### src/rtl/serial_normalizer_pkg.sv
// Shared widths, mode encodings and FSM state encodings for the serial normalizer.
package serial_normalizer_pkg;

  localparam int DATA_WIDTH = 32;
  localparam int CNT_WIDTH  = 6;

  typedef enum logic [1:0] {
    MODE_LZ  = 2'b00,
    MODE_LS  = 2'b01,
    MODE_TZ  = 2'b10,
    MODE_RSV = 2'b11
  } mode_e;

  typedef enum logic [1:0] {
    ST_IDLE = 2'b00,
    ST_BUSY = 2'b01,
    ST_DONE = 2'b10
  } state_e;

endpackage

### src/rtl/serial_normalizer_stop_detect.sv
// Combinational stop condition for one normalization step on the work register.
module norm_stop_detect
  import serial_normalizer_pkg::*;
(
  input  logic [DATA_WIDTH-1:0] work,
  input  mode_e                 mode,
  input  logic [CNT_WIDTH-1:0]  count,
  output logic                  stop
);

  always_comb begin
    stop = 1'b1;
    case (mode)
      MODE_LZ: stop = work[DATA_WIDTH-1] || (count == CNT_WIDTH'(DATA_WIDTH));
      // Sign run can never exceed 31 bits: the top bit is always a sign bit.
      MODE_LS: stop = (work[DATA_WIDTH-1] != work[DATA_WIDTH-2]) ||
                      (count == CNT_WIDTH'(DATA_WIDTH - 1));
      MODE_TZ: stop = work[0] || (count == CNT_WIDTH'(DATA_WIDTH));
      default: stop = 1'b1;
    endcase
  end

endmodule

### src/rtl/serial_normalizer.sv
// Bit-serial normalizer: shifts the operand one bit per cycle until the
// leading-zero, leading-sign or trailing-zero run is consumed.
module serial_normalizer
  import serial_normalizer_pkg::*;
#(
  parameter int DATA_WIDTH = 32
) (
  input  logic                  clk,
  input  logic                  rst,
  input  logic                  in_valid,
  output logic                  in_ready,
  input  logic [DATA_WIDTH-1:0] A,
  input  logic [1:0]            Mode,
  output logic                  out_valid,
  input  logic                  out_ready,
  output logic [DATA_WIDTH-1:0] Result,
  output logic [5:0]            Count
);

  state_e                state_q, state_d;
  mode_e                 mode_q, mode_d;
  logic [DATA_WIDTH-1:0] work_q, work_d;
  logic [5:0]            count_q, count_d;
  logic                  stop;

  norm_stop_detect u_stop (
    .work  (work_q),
    .mode  (mode_q),
    .count (count_q),
    .stop  (stop)
  );

  always_ff @(posedge clk) begin
    if (rst) begin
      state_q <= ST_IDLE;
      mode_q  <= MODE_LZ;
      work_q  <= '0;
      count_q <= '0;
    end else begin
      state_q <= state_d;
      mode_q  <= mode_d;
      work_q  <= work_d;
      count_q <= count_d;
    end
  end

  always_comb begin
    state_d = state_q;
    mode_d  = mode_q;
    work_d  = work_q;
    count_d = count_q;
    case (state_q)
      ST_IDLE: begin
        if (in_valid) begin
          mode_d  = mode_e'(Mode);
          work_d  = A;
          count_d = '0;
          state_d = ST_BUSY;
        end
      end
      ST_BUSY: begin
        if (stop) begin
          state_d = ST_DONE;
        end else begin
          work_d  = (mode_q == MODE_TZ) ? (work_q >> 1) : (work_q << 1);
          count_d = count_q + 6'd1;
        end
      end
      ST_DONE: begin
        if (out_ready) state_d = ST_IDLE;
      end
      default: state_d = ST_IDLE;
    endcase
  end

  always_comb begin
    in_ready  = (state_q == ST_IDLE);
    out_valid = (state_q == ST_DONE);
    Result    = work_q;
    Count     = count_q;
  end

endmodule
### config.mk
export PLATFORM = sky130hd
export DESIGN_NAME = serial_normalizer
export DESIGN_NICKNAME = d
export VERILOG_FILES = /design/src/rtl/serial_normalizer_pkg.sv /design/src/rtl/serial_normalizer_stop_detect.sv /design/src/rtl/serial_normalizer.sv
export SDC_FILE = /design/constraint.sdc
export NUM_CORES = 1
export LEC_CHECK = 0
export CAP_MARGIN = 30
export CORE_MARGIN = 3
export CORE_UTILIZATION = 40
export DETAILED_ROUTE_END_ITERATION = 8
export PLACE_DENSITY = 0.79
export SLEW_MARGIN = 25
export SYNTH_ARGS = -nofsm -noshare
export SYNTH_HDL_FRONTEND = slang
export SYNTH_SLANG_ARGS = --single-unit
### constraint.sdc
create_clock -name clk -period 2.4 [get_ports clk]
set_input_delay 0.6 -clock clk [delete_from_list [all_inputs] [get_ports clk]]
set_output_delay 0.6 -clock clk [all_outputs]
set_load 0.03 [all_outputs]
Word-level counts from Yosys, hierarchy flattened
Index checks and enable logic that the tools add are counted.

Word-level logic and storage cells: 37. Register bits after elaboration: 42. Bits of input ports: 38.

Add/sub/neg operators: 1. Equality and inequality tests: 11. Reductions and logical operators: 9. Mux-type cells: 12.

Operator list (number): 32-bit two-way mux (3); 32-bit case mux with 2 select lines (1); 6-bit two-way mux (2); 6-bit case mux with 2 select lines (1); 6-bit by 1-bit adder with 6-bit output, second input constant (1); 6-bit by 5-bit equality test with 1-bit output, second input constant (1); 6-bit equality test, second input constant (1); 2-bit two-way mux (3); 2-bit != test, second input constant (3); 2-bit case mux with 3 select lines (1); 3-bit AND reduction (2); 2-bit by 1-bit equality test with 1-bit output, second input constant (2); 2-bit equality test, second input constant (2); 2-bit logical NOT (2); 1-bit logical OR (3); 1-bit case mux with 3 select lines (1); 2-bit by 1-bit != test with 1-bit output, second input constant (1); 2-bit AND reduction (1); 2-bit nonzero test (1); 1-bit != test (1).

Depth between registers and ports, before layout
Gate-level depths: netlist of the first run.

Depth after elaboration: 5. Mapped depth: 9. Depth with buffers taken out: 7.

Hierarchy
From an unflattened synthesis of the first run, not the netlist that was laid out.

Cells, all modules: 248. Area, all modules: 2259.7 µm².

Modules (own cells, without submodules): serial_normalizer (seq. area each 840.8 µm², area an instance 2192.1 µm², instances 1, cells each 239); norm_stop_detect (seq. area each 0.0 µm², area an instance 67.6 µm², instances 1, cells each 9).

Worst setup path after synthesis of the first run
OpenSTA, ideal clock, no wires.

Path type: flip-flop to flip-flop. Start point: register count_q[0] (netlist: Count[0]). End point: register work_q[0] (netlist: Result[0]). Library setup time: 100 ps. Setup slack: 332 ps. Clock period less this slack: 2068 ps. Required time: 2300 ps. Buffers on the path: 1. Stages on the path, launching flop included: 9. Arrival time: 1969 ps. Cell sequence: dfxtp_1 inv_1 ha_1 nor4b_1 a211oi_2 o21ai_1 buf_6 and2_4 a2111oi_4.

Word-level cells in the longest chain between the ends: 5. Elaborated cells on any way between the ends: 8. Those cells by class: eq/ne (3); mux (1); reduce/logical (4).

RTL lines: from (decl) (line serial_normalizer.sv:23) `logic [5:0] count_q, count_d;`; from (signal assigned) (line serial_normalizer.sv:43) `count_q <= count_d;`; 6-bit equality test / 6-bit by 5-bit equality test with 1-bit output (equally long branches) (line serial_normalizer_stop_detect.sv:14, serial_normalizer_stop_detect.sv:18, serial_normalizer_stop_detect.sv:17); 1-bit logical OR, on equally long branches (line serial_normalizer_stop_detect.sv:18, serial_normalizer_stop_detect.sv:14, serial_normalizer_stop_detect.sv:16); 1-bit case mux with 3 select lines (*) (line serial_normalizer_stop_detect.sv:13) `case (mode)`; 2-bit != test (no source line) (*); 3-bit AND reduction (no source line) (*); to (signal assigned) (line serial_normalizer.sv:42) `work_q <= work_d;`; to (decl) (line serial_normalizer.sv:22) `logic [DATA_WIDTH-1:0] work_q, work_d;`.

Mark *: on every way between the ends. The rest lies on a longest branch, timed or not. A chain may end at the register's enable or synchronous reset.

Worst setup path in the final report of the first run
Start point: register count_q[0] (netlist: Count[0]). End point: register work_q[15] (netlist: Result[15]).

Same word-level chain as after synthesis.

==> out/results.tsv, run 1 <==
metric	value	unit
post-place-cells	382	
postSynthAreaPerCell	9.06	sq um
dr.pass1.iters	4	
ys.warnings.count	0	
p_int	1.41	mW
overflow	0	
synth_top_family_by_area	compound AO/OA/AOI/OAI gates	
path_cells	inv_1 > ha_1 > nor4b_1 > a211oi_2 > o21ai_4 > buf_4 > a2bb2oi_1 > a21oi_1	
min_period_over_period	91.7	%
drive_gt1_share	7.19	%
critPathSlowestCell	dfxtp_1	
finalPower	2.08	mW
start_util	42.6	%
gp_congestion	0.821	
final_area	3190	sq um
synthMuxAreaShare	14.0	%
clk_latency	0.30	ns
swShare	32.3	%
dpl-instance-area	3080	sq um
ctsResizeCount	0	
layout.cells.non_filler	390	
antenna_found_initial	0	
cts_max_level	2	
cts.clk_slew.worst_paths	0.08	ns
drv_cap	0	
cts_root_buf	clkbuf_8	
ys_async_sr_fraction	0	%
drc	0	
die_w	81.0	microns
first_iter_violations	146	
ir_drop	0.000403	V
setup_viol	0	
synth_cell_types	32	
pwr-share-clk	26.8	%
finClkSkew	0.00562	ns
slew_headroom	64.8	%
cp.arrival	2.38	ns
hold_buffers	0	
cts_setup_buffers	0	
area_growth	42.0	%
synth-seq-cells	42	
final_cell_mix	clkdlybuf4s50_1 (77), dfxtp_1 (42), a21oi_1 (35)	
power_density	651	nW/um^2
tightest_slew	0.528	ns
fin_tns_setup	0	ns
dieArea	6550	sq um
via_per_inst	5.61	
status	finished, final reports clean	
final_common_cell	clkdlybuf4s50_1	
pwr-share-comb	33.6	%
p_leak	1.07	nW
place.detailed.hpwl	4260	microns
coreArea	5270	sq um
drtAntennaViolNets	0	
cts_buffer_depth	2	
max_freq	454	MHz
fp.dieH	81.0	microns
final.min_clock_period	2.20	ns
synth_cells	248	
crit_type	register to register	
synth_seq_area_share	37.4	%
path_max_fanout	19	
synth_nets	288	
synth.cell_area	2250	sq um
min-delay-path-class	register to register	
synth_compound_area_share	26.2	%
holdWs	0.509	ns
numCtsBuffers	5	
fp-row-count	26	
synth_fa_ha_area_share	1.11	%
grt_max_degree	40	
synth_flop_cell	dfxtp_1	
track_usage	19.3	%
maxSlewViolCount	0	
pwr-share-seq	39.7	%
grt_pass1_wl	9910	microns
rsz0062_at_grt	no	
crit_required	2.58	ns
num_antenna_cells	0	
switching_power	670	uW
clock-sinks	42	
cp-end-kind	register	
wl_per_cell	15.9	microns
synth-xor-area-share	0.390	%
portBuffers	77	
start_kind	register	
vias	2188	
synth-simple-area-share	14.2	%
final_nets	359	
synth-edff-count	0	
io_pins	78	
finalHoldViolations	0	
routed_wl	6210	microns
cts_tree	done	
slowest_delay	0.37	ns
grt_pass1_vias	2102	
## cell usage after synthesis, types with 2 or more instances
cell type / instances / share of area, %
inv_1: 6 / 1.0
nor2b_1: 5 / 1.4
buf_2: 3 / 0.67
ha_1: 2 / 1.1
clkbuf_1: 12 / 2.0
buf_4: 6 / 2.0
nand2_1: 6 / 1.0
a2bb2oi_1: 30 / 12
dfxtp_1: 42 / 37
o31ai_1: 2 / 0.67
mux2i_1: 30 / 13
nor2_1: 11 / 1.8
nand3_1: 34 / 7.6
a21oi_1: 35 / 7.8
buf_6: 2 / 1.0
o21a_1: 4 / 1.3
nor3_1: 2 / 0.45
a2111oi_4: 2 / 2.4
## cell families after synthesis
| logic type | Yosys count |
|---|---|
| simple gates | 64 |
| fa+ha+maj | 2 |
| xor+xnor | 1 |
| compound gates | 79 |
| mux | 31 |
| flops | 42 |
| buf+inv | 29 |
## worst max-delay path, delay by kind of cell, from the launching register on
family,cells,cell delay [ns]
AO/OA/AOI/OAI,4,0.82
adder cells (fa/ha/maj),1,0.14
buffers and inverters,2,0.39
flip-flops,1,0.37
AND/OR/NAND/NOR,1,0.35
## routing by layer
metal,GRT usage [%],part of all wire (%),up-vias
li1,-,-,1057
met1,24.5,43,1048
met2,31.7,50,74
met3,5.76,5.6,9
met4,5.24,1.2,0
met5,0,0,-
## worst paths after layout
| path | start | endpoint | slack (ns) | depth (start not counted) |
|---|---|---|---|---|
| hold / removal | Result[3] | Result[3] | 0.51 | 2 |
| hold reg to reg | Result[3] | Result[3] | 0.51 | 2 |
| setup / recovery | Count[0] | Result[15] | 0.20 | 8 |
| setup reg to reg | Count[0] | Result[15] | 0.20 | 8 |
## state kept, by name (all words and copies together), names as in the netlist
name     flops
Count        6
Result      32
mode_q       2
state_q      2
## stage by stage
stage | setup slack [ns] | util [%]
finish | 0.198 | 60.5
global route | 0.0577 | 60.5
CTS | 0.210 | 60.5
detailed placement | 0.294 | 58.5
global placement | 0.399 | 58.5
floorplan | 0.332 | -
## power by group through the flow
stage / Clock [mW] / Combinational, mW / Sequential (mW)
after floorplan: 0 / 0.357 / 0.929
after global placement: 0 / 0.687 / 0.838
after detailed placement: 0 / 0.698 / 0.839
after CTS: 0.558 / 0.700 / 0.824
after global routing: 0.592 / 0.748 / 0.834
final: 0.555 / 0.697 / 0.824
## cell type report
cell class              instances  area, sq um
inverters                       6         22.5
flip-flops and latches         42          841
fillers                       482         2080
clock buffers                   7         76.3
clock inverters                 1         30.0
well taps                      70         87.6
repair buffers                 87          858
multi-input cells             177         1270
(Power assumes the default switching activity.)
==> run 2, diff against run 1 <==
Settings changed: CELL_PAD_IN_SITES_DETAIL_PLACEMENT set to 1, CELL_PAD_IN_SITES_GLOBAL_PLACEMENT set to 1, CORE_UTILIZATION 40 to 33, PLACE_DENSITY 0.79 to 0.87.
==> out/results.tsv, run 2 (synthesized netlist as in run 1, its figures left out) <==
metric	value	unit
power_density	624	nW/um^2
hold_buffers	0	
cts_max_level	2	
overflow	0	
grt_pass1_vias	2350	
ir_drop	0.000295	V
io_pins	78	
setup_viol	0	
path_max_fanout	20	
track_usage	18.5	%
clk_latency	0.30	ns
hold_depth	2	
n_fill_cell	754	
drive_gt1_share	8.36	%
dieArea	7840	sq um
grt_max_degree	34	
pwr-share-comb	36.0	%
cts.clk_slew.worst_paths	0.09	ns
min-delay-path-class	register to register	
swShare	34.5	%
critPathSlowestCell	dfxtp_1	
max_freq	449	MHz
finClkSkew	0.0102	ns
drc	0	
crit_type	register to register	
final_common_cell	clkdlybuf4s50_1	
cp.arrival	2.39	ns
drtAntennaViolNets	0	
finalHoldViolations	0	
antenna_found_initial	0	
rr_worst_depth	7	
gp_congestion	0.709	
slew_headroom	63.7	%
numCtsBuffers	5	
switching_power	690	uW
drv_cap	0	
final.min_clock_period	2.23	ns
die_w	88.5	microns
via_per_inst	5.50	
maxSlewViolCount	0	
start_util	34.8	%
p_int	1.31	mW
cts_buffer_depth	2	
tightest_slew	0.545	ns
routed_wl	7000	microns
coreArea	6460	sq um
slowest_delay	0.43	ns
fin_tns_setup	0	ns
cts_tree	done	
start_kind	register	
fp-row-count	29	
dr.pass1.iters	4	
cp-end-kind	register	
vias	2200	
fp.dieH	88.5	microns
pwr-share-seq	41.3	%
wl_per_cell	17.5	microns
status	finished, final reports clean	
final_nets	362	
path_cells	ha_1 > inv_1 > o311a_1 > o21ai_4 > buf_4 > a2bb2oi_1 > a21oi_1	
rsz0062_at_grt	no	
place.detailed.hpwl	5000	microns
area_growth	42.5	%
holdWs	0.511	ns
min_period_over_period	92.7	%
portBuffers	77	
first_iter_violations	97	
clock-sinks	42	
cts_root_buf	clkbuf_8	
num_antenna_cells	0	
final_cell_mix	clkdlybuf4s50_1 (77), dfxtp_1 (42), a21oi_1 (35)	
pwr-share-clk	22.7	%
crit_required	2.57	ns
largest_reg_flops	32	
p_leak	1.07	nW
grt_pass1_wl	11300	microns
-- run 2: changes by cell type in the layout (fill, tap and decap cells not counted), sizes merged --
cell    previous run  this run
clkbuf             7         6
clkinv             0         2
buf               10        13
bufinv             1         0
-- run 2: worst max-delay path, delay by kind of cell, from the launching register on --
family          cells  cell delay [ns]
flops               1             0.43
buf+inv             2             0.38
fa+ha+maj           1             0.23
compound gates      4             1.05
-- run 2: timing repair --
| item | in CTS | in global routing |
|---|---|---|
| resized for setup | 0 | 0 |
| setup endpoints to repair | 0 | 1 |
| buffers inserted | 0 | 3 |
-- run 2: power groups by stage --
stage                     logic (mW)  clock network (mW)  registers, mW
after floorplan                0.357                   0          0.929
after global placement         0.691                   0          0.841
after detailed placement       0.710                   0          0.843
after CTS                      0.714               0.472          0.827
after global routing           0.769               0.504          0.839
final                          0.719               0.454          0.826
-- run 2: worst paths after layout --
kind                            slack (ns)       from   endpoint
worst min register to register        0.51  Result[7]  Result[7]
worst max-delay path                  0.17   Count[0]  Result[9]
worst min-delay path                  0.51  Result[7]  Result[7]
worst max register to register        0.17   Count[0]  Result[9]
-- run 2: final cells by class --
type                    count  area, sq um  share of cell area [%]
repair buffers             90          881                    27.5
flip-flops and latches     42          841                    26.3
multi-input cells         177         1270                    39.8
clock buffers               6         72.6                    2.27
clock inverters             2         13.8                   0.430
inverters                   6         22.5                   0.703
well taps                  77         96.3                    3.01
-- run 2: metrics by stage --
stage	util (%)	worst slack [ns]	area (sq um)	power [mW]	instances
global route	49.6	0.0207	3200	2.11	400
floorplan	-	0.332	2250	1.29	248
detailed placement	47.9	0.171	3090	1.55	389
finish	49.6	0.174	3200	2.00	400
global placement	47.9	0.387	3090	1.53	389
CTS	49.2	0.161	3180	2.01	397
-- run 2: per-layer routing --
metal / vias to the layer above / track usage [%] / wire length (microns)
li1: 1059 / - / -
met3: 11 / 3.26 / 295
met5: - / 0 / 0
met4: 0 / 8.38 / 142
met2: 59 / 30.7 / 3500
met1: 1071 / 23.3 / 3060
